$ cat src/rtl/clk_gate_pkg.sv
// clk_gate_pkg: channel state encoding and counter width helper for clk_gate_ctrl
package clk_gate_pkg;
  typedef enum logic [1:0] {CG_OFF, CG_WAKE, CG_RUN, CG_GATED} cg_state_e;
  function automatic int cnt_w(input int n);
    return (n < 1) ? 1 : $clog2(n + 1);
  endfunction
endpackage

$ cat src/rtl/icg_cell.sv
// icg_cell: latch-based glitch-free clock gate, enable captured while clk is low
module icg_cell (
  input  logic clk,
  input  logic en,
  output logic gclk
);
  logic en_l;
  always_latch
    if (!clk) en_l <= en;
  assign gclk = clk & en_l;
endmodule

$ cat src/rtl/clk_gate_ctrl.sv
// clk_gate_ctrl: N-channel clock gate controller with enable, idle auto-gating and timed wake-up
// Optional gated-cycle statistics when CLK_GATE_STATS_EN is defined.
module clk_gate_ctrl
  import clk_gate_pkg::*;
#(
  parameter int N_CH     = 4,
  parameter int IDLE_CYC = 16,
  parameter int WAKE_CYC = 2,
  parameter int CNT_W    = 16
) (
  input  logic              clk,
  input  logic              rst,
  input  logic [N_CH-1:0]   ch_en,
  input  logic [N_CH-1:0]   ch_busy,
  output logic [N_CH-1:0]   g_clk,
  output logic [N_CH-1:0]   ch_on,
  output logic [N_CH-1:0]   ch_rdy
`ifdef CLK_GATE_STATS_EN
  ,
  input  logic              stats_clr,
  output logic [N_CH*CNT_W-1:0] gated_cnt
`endif
);
  localparam int IW = cnt_w(IDLE_CYC);
  localparam int WW = cnt_w(WAKE_CYC - 1);
  localparam logic [IW-1:0] IDLE_LAST = IW'(IDLE_CYC - 1);
  localparam logic [WW-1:0] WAKE_INIT = WW'(WAKE_CYC - 1);
  for (genvar i = 0; i < N_CH; i++) begin : g_ch
    cg_state_e state, state_n;
    logic [IW-1:0] idle_cnt, idle_n;
    logic [WW-1:0] wake_cnt, wake_n;
    logic on_q;
    always_comb begin
      state_n = state;
      idle_n  = idle_cnt;
      wake_n  = wake_cnt;
      unique case (state)
        CG_OFF:
          if (ch_en[i]) begin
            state_n = CG_WAKE;
            wake_n  = WAKE_INIT;
          end
        CG_WAKE:
          if (!ch_en[i]) state_n = CG_OFF;
          else if (wake_cnt == '0) begin
            state_n = CG_RUN;
            idle_n  = '0;
          end else wake_n = wake_cnt - 1'b1;
        CG_RUN:
          if (!ch_en[i]) state_n = CG_OFF;
          else if (ch_busy[i]) idle_n = '0;
          else if (IDLE_CYC != 0 && idle_cnt == IDLE_LAST) state_n = CG_GATED;
          else if (idle_cnt != '1) idle_n = idle_cnt + 1'b1;
        CG_GATED:
          if (!ch_en[i]) state_n = CG_OFF;
          else if (ch_busy[i]) begin
            state_n = CG_WAKE;
            wake_n  = WAKE_INIT;
          end
        default: state_n = CG_OFF;
      endcase
    end
    always_ff @(posedge clk)
      if (rst) begin
        state    <= CG_OFF;
        on_q     <= 1'b0;
        idle_cnt <= '0;
        wake_cnt <= '0;
      end else begin
        state    <= state_n;
        on_q     <= (state_n == CG_WAKE) || (state_n == CG_RUN);
        idle_cnt <= idle_n;
        wake_cnt <= wake_n;
      end
    assign ch_on[i]  = on_q;
    assign ch_rdy[i] = (state == CG_RUN);
    icg_cell u_icg (.clk(clk), .en(on_q), .gclk(g_clk[i]));
`ifdef CLK_GATE_STATS_EN
    logic [CNT_W-1:0] cnt;
    always_ff @(posedge clk)
      if (rst || stats_clr) cnt <= '0;
      else if (!on_q && cnt != '1) cnt <= cnt + 1'b1;
    assign gated_cnt[i*CNT_W +: CNT_W] = cnt;
`endif
  end
endmodule

$ cat config.mk
export PLATFORM = sky130hd
export DESIGN_NAME = clk_gate_ctrl
export DESIGN_NICKNAME = d
export VERILOG_FILES = /design/src/rtl/clk_gate_pkg.sv /design/src/rtl/icg_cell.sv /design/src/rtl/clk_gate_ctrl.sv
export SDC_FILE = /design/constraint.sdc
export NUM_CORES = 1
export LEC_CHECK = 0
export CORE_MARGIN = 4
export CORE_UTILIZATION = 55
export DETAILED_ROUTE_END_ITERATION = 16
export PLACE_DENSITY_LB_ADDON = 0.1
export SYNTH_ARGS = -nofsm -noshare
export SYNTH_HDL_FRONTEND = slang
export SYNTH_SLANG_ARGS = --single-unit
$ cat constraint.sdc
create_clock -name clk -period 2.45 [get_ports clk]
set_input_delay 0.49 -clock clk [delete_from_list [all_inputs] [get_ports clk]]
set_output_delay 0.49 -clock clk [all_outputs]
set_load 0.005 [all_outputs]
# Yosys cells after proc, flatten, opt, wreduce, memory -nomap -nowiden
# Cells that the tools add are included.
[totals] mem_bits_ro=0 wordCells=208 n_memories=0 latch_bits=4 mem_bits_rw=0 regBits=36 inputBits=10 out_inout_bits=12
[classes] div=0 n_eq_ne=60 n_lt_le_gt_ge=0 bitwise=4 n_addsub=8 shift=0 n_reduce_logical=24 mux=92 n_mul=0
[op_table] operator="5-bit 2-to-1 mux" count=24
[op_table] operator="2-bit 2-to-1 mux" count=32
[op_table] operator="2-bit inequality test (second input constant)" count=24
[op_table] operator="5-bit one-hot mux with 2 select lines" count=4
[op_table] operator="2-bit one-hot mux with 4 select lines" count=4
[op_table] operator="2-bit == test (second input constant)" count=12
[op_table] operator="1-bit 2-to-1 mux" count=24
[op_table] operator="6-bit AND reduction" count=4
[op_table] operator="5-bit by 1-bit adder with 5-bit output (second input constant)" count=4
[op_table] operator="5-bit by 4-bit == test with 1-bit output (second input constant)" count=4
[op_table] operator="5-bit inequality test (second input constant)" count=4
[op_table] operator="5-bit AND reduction" count=4
[op_table] operator="2-bit by 1-bit == test with 1-bit output (second input constant)" count=8
[op_table] operator="3-bit by 2-bit inequality test with 1-bit output (second input constant)" count=4
[op_table] operator="3-bit inequality test (second input constant)" count=4
[op_table] operator="1-bit one-hot mux with 3 select lines" count=4
[op_table] operator="3-bit nonzero test" count=4
[op_table] operator="2-bit logical NOT" count=4
[op_table] operator="2-bit nonzero test" count=4
[op_table] operator="1-bit AND" count=4
[op_table] operator="1-bit logical OR" count=4
[op_table] operator="1-bit subtractor (second input constant)" count=4

# Longest topological paths before layout
[logic_depth] word_depth=7 ltp_mapped=7 ltp_nobuf=7

# Modules after synthesis
# From an unflattened synthesis, not the netlist that was laid out.
[unflattened] hier_cells=226 hier_area_um2=2011.9
[modules_own_cells] mod="clk_gate_ctrl" seq_area_each_um2=720.7 cells_per_inst=218 area_each_um2=1926.8 n_inst=1
[modules_own_cells] mod="icg_cell" seq_area_each_um2=0.0 cells_per_inst=2 area_each_um2=21.3 n_inst=4

==> flow_metrics.py <==
metrics = {
    "status": {
        "outcome": "finished with violations",
        "violations": "negative setup slack",
    },
    "setup_path": {
        "required_ns": 1.96,
        "worstPathArrival_ns": 2.27,
        "path_class": "latch -> out",
        "end_kind": "output port",
        "worst_r2r_path_depth": 7,
        "crit_fanout": 1,
        "start_kind": "latch",
        "rrSetupSlack_ns": 0.52,
    },
    "synth": {
        "synthDominantCellAreaShare_pct": 36.2,
        "ys_ff_latch": 40,
        "synthTopCellsByArea": "dfxtp_1, ha_1, nor2_1",
        "synth_warnings": 0,
        "yosysUniqueCellTypes": 30,
        "yosysTopAreaCell": "dfxtp_1",
        "synth_area_um2": 1990,
        "synth_cells": 228,
        "synth.avg_cell_area_um2": 8.73,
        "syn_nets": 250,
    },
    "route": {
        "wl_per_cell_um": 11.7,
        "drtPass1Iterations": 4,
        "vias": 1586,
        "drt-initial-drc-count": 66,
        "antenna_left": 0,
        "routed_wl_um": 3490,
        "vias_per_cell": 5.30,
        "drc": 0,
    },
    "placed_design": {
        "dp_hpwl_um": 2400,
        "dp_cells": 286,
        "routabilityCongestion": 0.756,
        "port_buffers": 21,
        "dp_slack_ns": -0.221,
    },
    "cts": {
        "clkLatencyLatePin_ns": 0.45,
        "post_cts_buffers": 0,
        "clk_pin_slew_ns": 0.10,
        "cts_tree": "yes",
    },
    "finish": {
        "multiInputGateArea_um2": 1090,
        "fill_cells": 284,
        "antennaDiodeCount": 0,
        "fin_cells": 299,
        "nets": 273,
        "drive_gt1_share_pct": 9.49,
        "seqCellArea_um2": 781,
        "area_growth_pct": 13.6,
    },
    "power_and_ir_drop": {
        "power.internal_uw": 924,
        "fin_total_pwr_mw": 1.26,
        "p_clk_share_pct": 37.0,
        "leakage_nw": 0.911,
        "comb_power_share_pct": 9.4,
        "p_sw_uw": 333,
        "switching_share_pct": 26.5,
        "power.density_nw_per_um2": 556,
        "seq_power_share_pct": 53.6,
        "ir_worst_vdd_mv": 0.329,
    },
    "timing": {
        "worst_clock_skew_ns": 0.00527,
        "setup_viol": 8,
        "rsz0062_at_grt": "true",
        "slew-limit-headroom_pct": 65.3,
        "hold_viol": 0,
        "layout_setup_ws_ns": -0.308,
        "tns_ns": -1.21,
        "slew_violations": 0,
        "tightestPinTransition_ns": 0.518,
    },
    "min_path": {
        "hold_path_depth": 0,
        "hold_path_class": "reg -> latch",
    },
    "global_routing": {
        "grt_max_degree": 15,
        "grt_usage_pct": 18.2,
        "first_global_vias": 1485,
        "grt_pass1_wl_um": 6090,
        "overflow": 0,
        "antenna_found_initial": 0,
    },
    "die": {
        "die_w_um": 68.1,
        "die_h_um": 68.1,
        "die_area_um2": 4640,
        "num_rows": 21,
        "design.portCount": 22,
        "start_util_pct": 58.2,
        "core_area_um2": 3420,
    },
    "run": {
        "maxCapViolations": 0,
    },
}
==> logic make-up (layout without fill, tap and decap cells) <==
logic type | count (synthesis) | count (layout) | share of synthesized area (%)
AOI/OAI and AO/OA | 42 | 42 | 14.3
xor gates and xnor gates | 4 | 4 | 1.76
adders and majority gates | 12 | 12 | 7.55
buffers and inverters | 24 | 49 | 6.04
DFF | 36 | 36 | 36.2
latches | 4 | 4 | 3.02
muxes | 8 | 8 | 4.03
and+or+nand+nor | 98 | 98 | 27.1
==> repair_timing <==
item	in CTS	in global routing
cloned	0	0
endpoints found under the setup margin	8	8
hold buffers	0	0
resized for setup	16	0
pin swaps	3	0
==> cell usage after synthesis <==
master	instances
and3_1	4
and2b_1	3
mux2i_1	8
and2_1	4
or3_1	8
dlxtn_1	4
dfxtp_1	36
o21bai_1	2
a211oi_1	4
nor2b_1	1
o211ai_1	2
xor2_1	4
nand2b_1	8
a31oi_1	2
or3b_4	2
a21oi_1	16
or3b_1	2
buf_4	8
o221ai_2	3
nand2_1	10
nand3_1	6
nor3b_1	4
nand3b_1	4
o21ai_0	12
ha_1	12
clkbuf_1	2
o221ai_4	1
nor3b_2	4
inv_1	14
nor2_1	38
==> worst max-delay path, stage by stage, from the launching register on <==
cell     delay (ns)
dlxtn_1        0.39
and2_1         0.10
buf_2          0.10
==> stage by stage <==
step           util, %  cell area, µm²  hold WS, ns
2_1_floorplan        -            1990        0.385
3_3_place_gp      64.3            2200        0.386
3_5_place_dp      64.3            2200        0.392
4_1_cts           66.2            2260        0.421
5_1_grt           66.2            2260        0.433
6_report          66.2            2260        0.419
==> path summary, 6_finish.rpt <==
path	start	to
setup / recovery	g_ch[3].u_icg.en_l$_DLATCH_N_	g_clk[3]
hold / removal	g_ch[0].on_q$_SDFF_PP0_	g_ch[0].u_icg.en_l$_DLATCH_N_
setup reg to reg	g_ch[1].idle_cnt[0]$_SDFFE_PP0P_	g_ch[1].idle_cnt[3]$_SDFFE_PP0P_
hold reg to reg	g_ch[0].on_q$_SDFF_PP0_	g_ch[0].u_icg.en_l$_DLATCH_N_
==> registers in the layout (all words and copies together) (netlist names) <==
signal,cells
g_ch.on_q,4
g_ch.idle_cnt,20
g_ch.wake_cnt,4
g_ch.state,8
g_ch.u_icg.en_l,4
==> area by class of cell <==
class | instances | area share (%)
multi-input cells | 164 | 48.2
flip-flops and latches | 40 | 34.6
repair buffers | 18 | 7.86
clock buffers | 16 | 4.37
well taps | 46 | 2.55
inverters | 14 | 2.33
clock inverters | 1 | 0.166
==> power groups by stage <==
| stage | Sequential (mW) | Clock (mW) | Combinational, mW |
|---|---|---|---|
| 2_1_floorplan | 0.683 | 0.0422 | 0.0772 |
| 3_3_place_gp | 0.688 | 0.0505 | 0.118 |
| 3_5_place_dp | 0.688 | 0.0505 | 0.119 |
| 4_1_cts | 0.673 | 0.491 | 0.119 |
| 5_1_grt | 0.677 | 0.518 | 0.133 |
| 6_report | 0.673 | 0.465 | 0.118 |
==> per-layer routing <==
metal	vias to the layer above	global-route usage (%)	routed length [µm]
met5	-	0	0
met4	0	13.9	87
met3	10	9.03	186
met2	30	26.1	1540
met1	718	20.5	1670
li1	828	-	-
==> cells in the final DEF (no fill, tap or decap), types with 6 or more instances in the layout <==
master            n
nand2_1          10
nand3_1           6
clkdlybuf4s50_1  17
ha_1             12
clkbuf_4          9
dfxtp_1          36
o21ai_0          12
mux2i_1           8
a21oi_1          16
or3_1             8
nor2_1           38
inv_1            14
nand2b_1          8
Power figures use the tool's default switching activity.
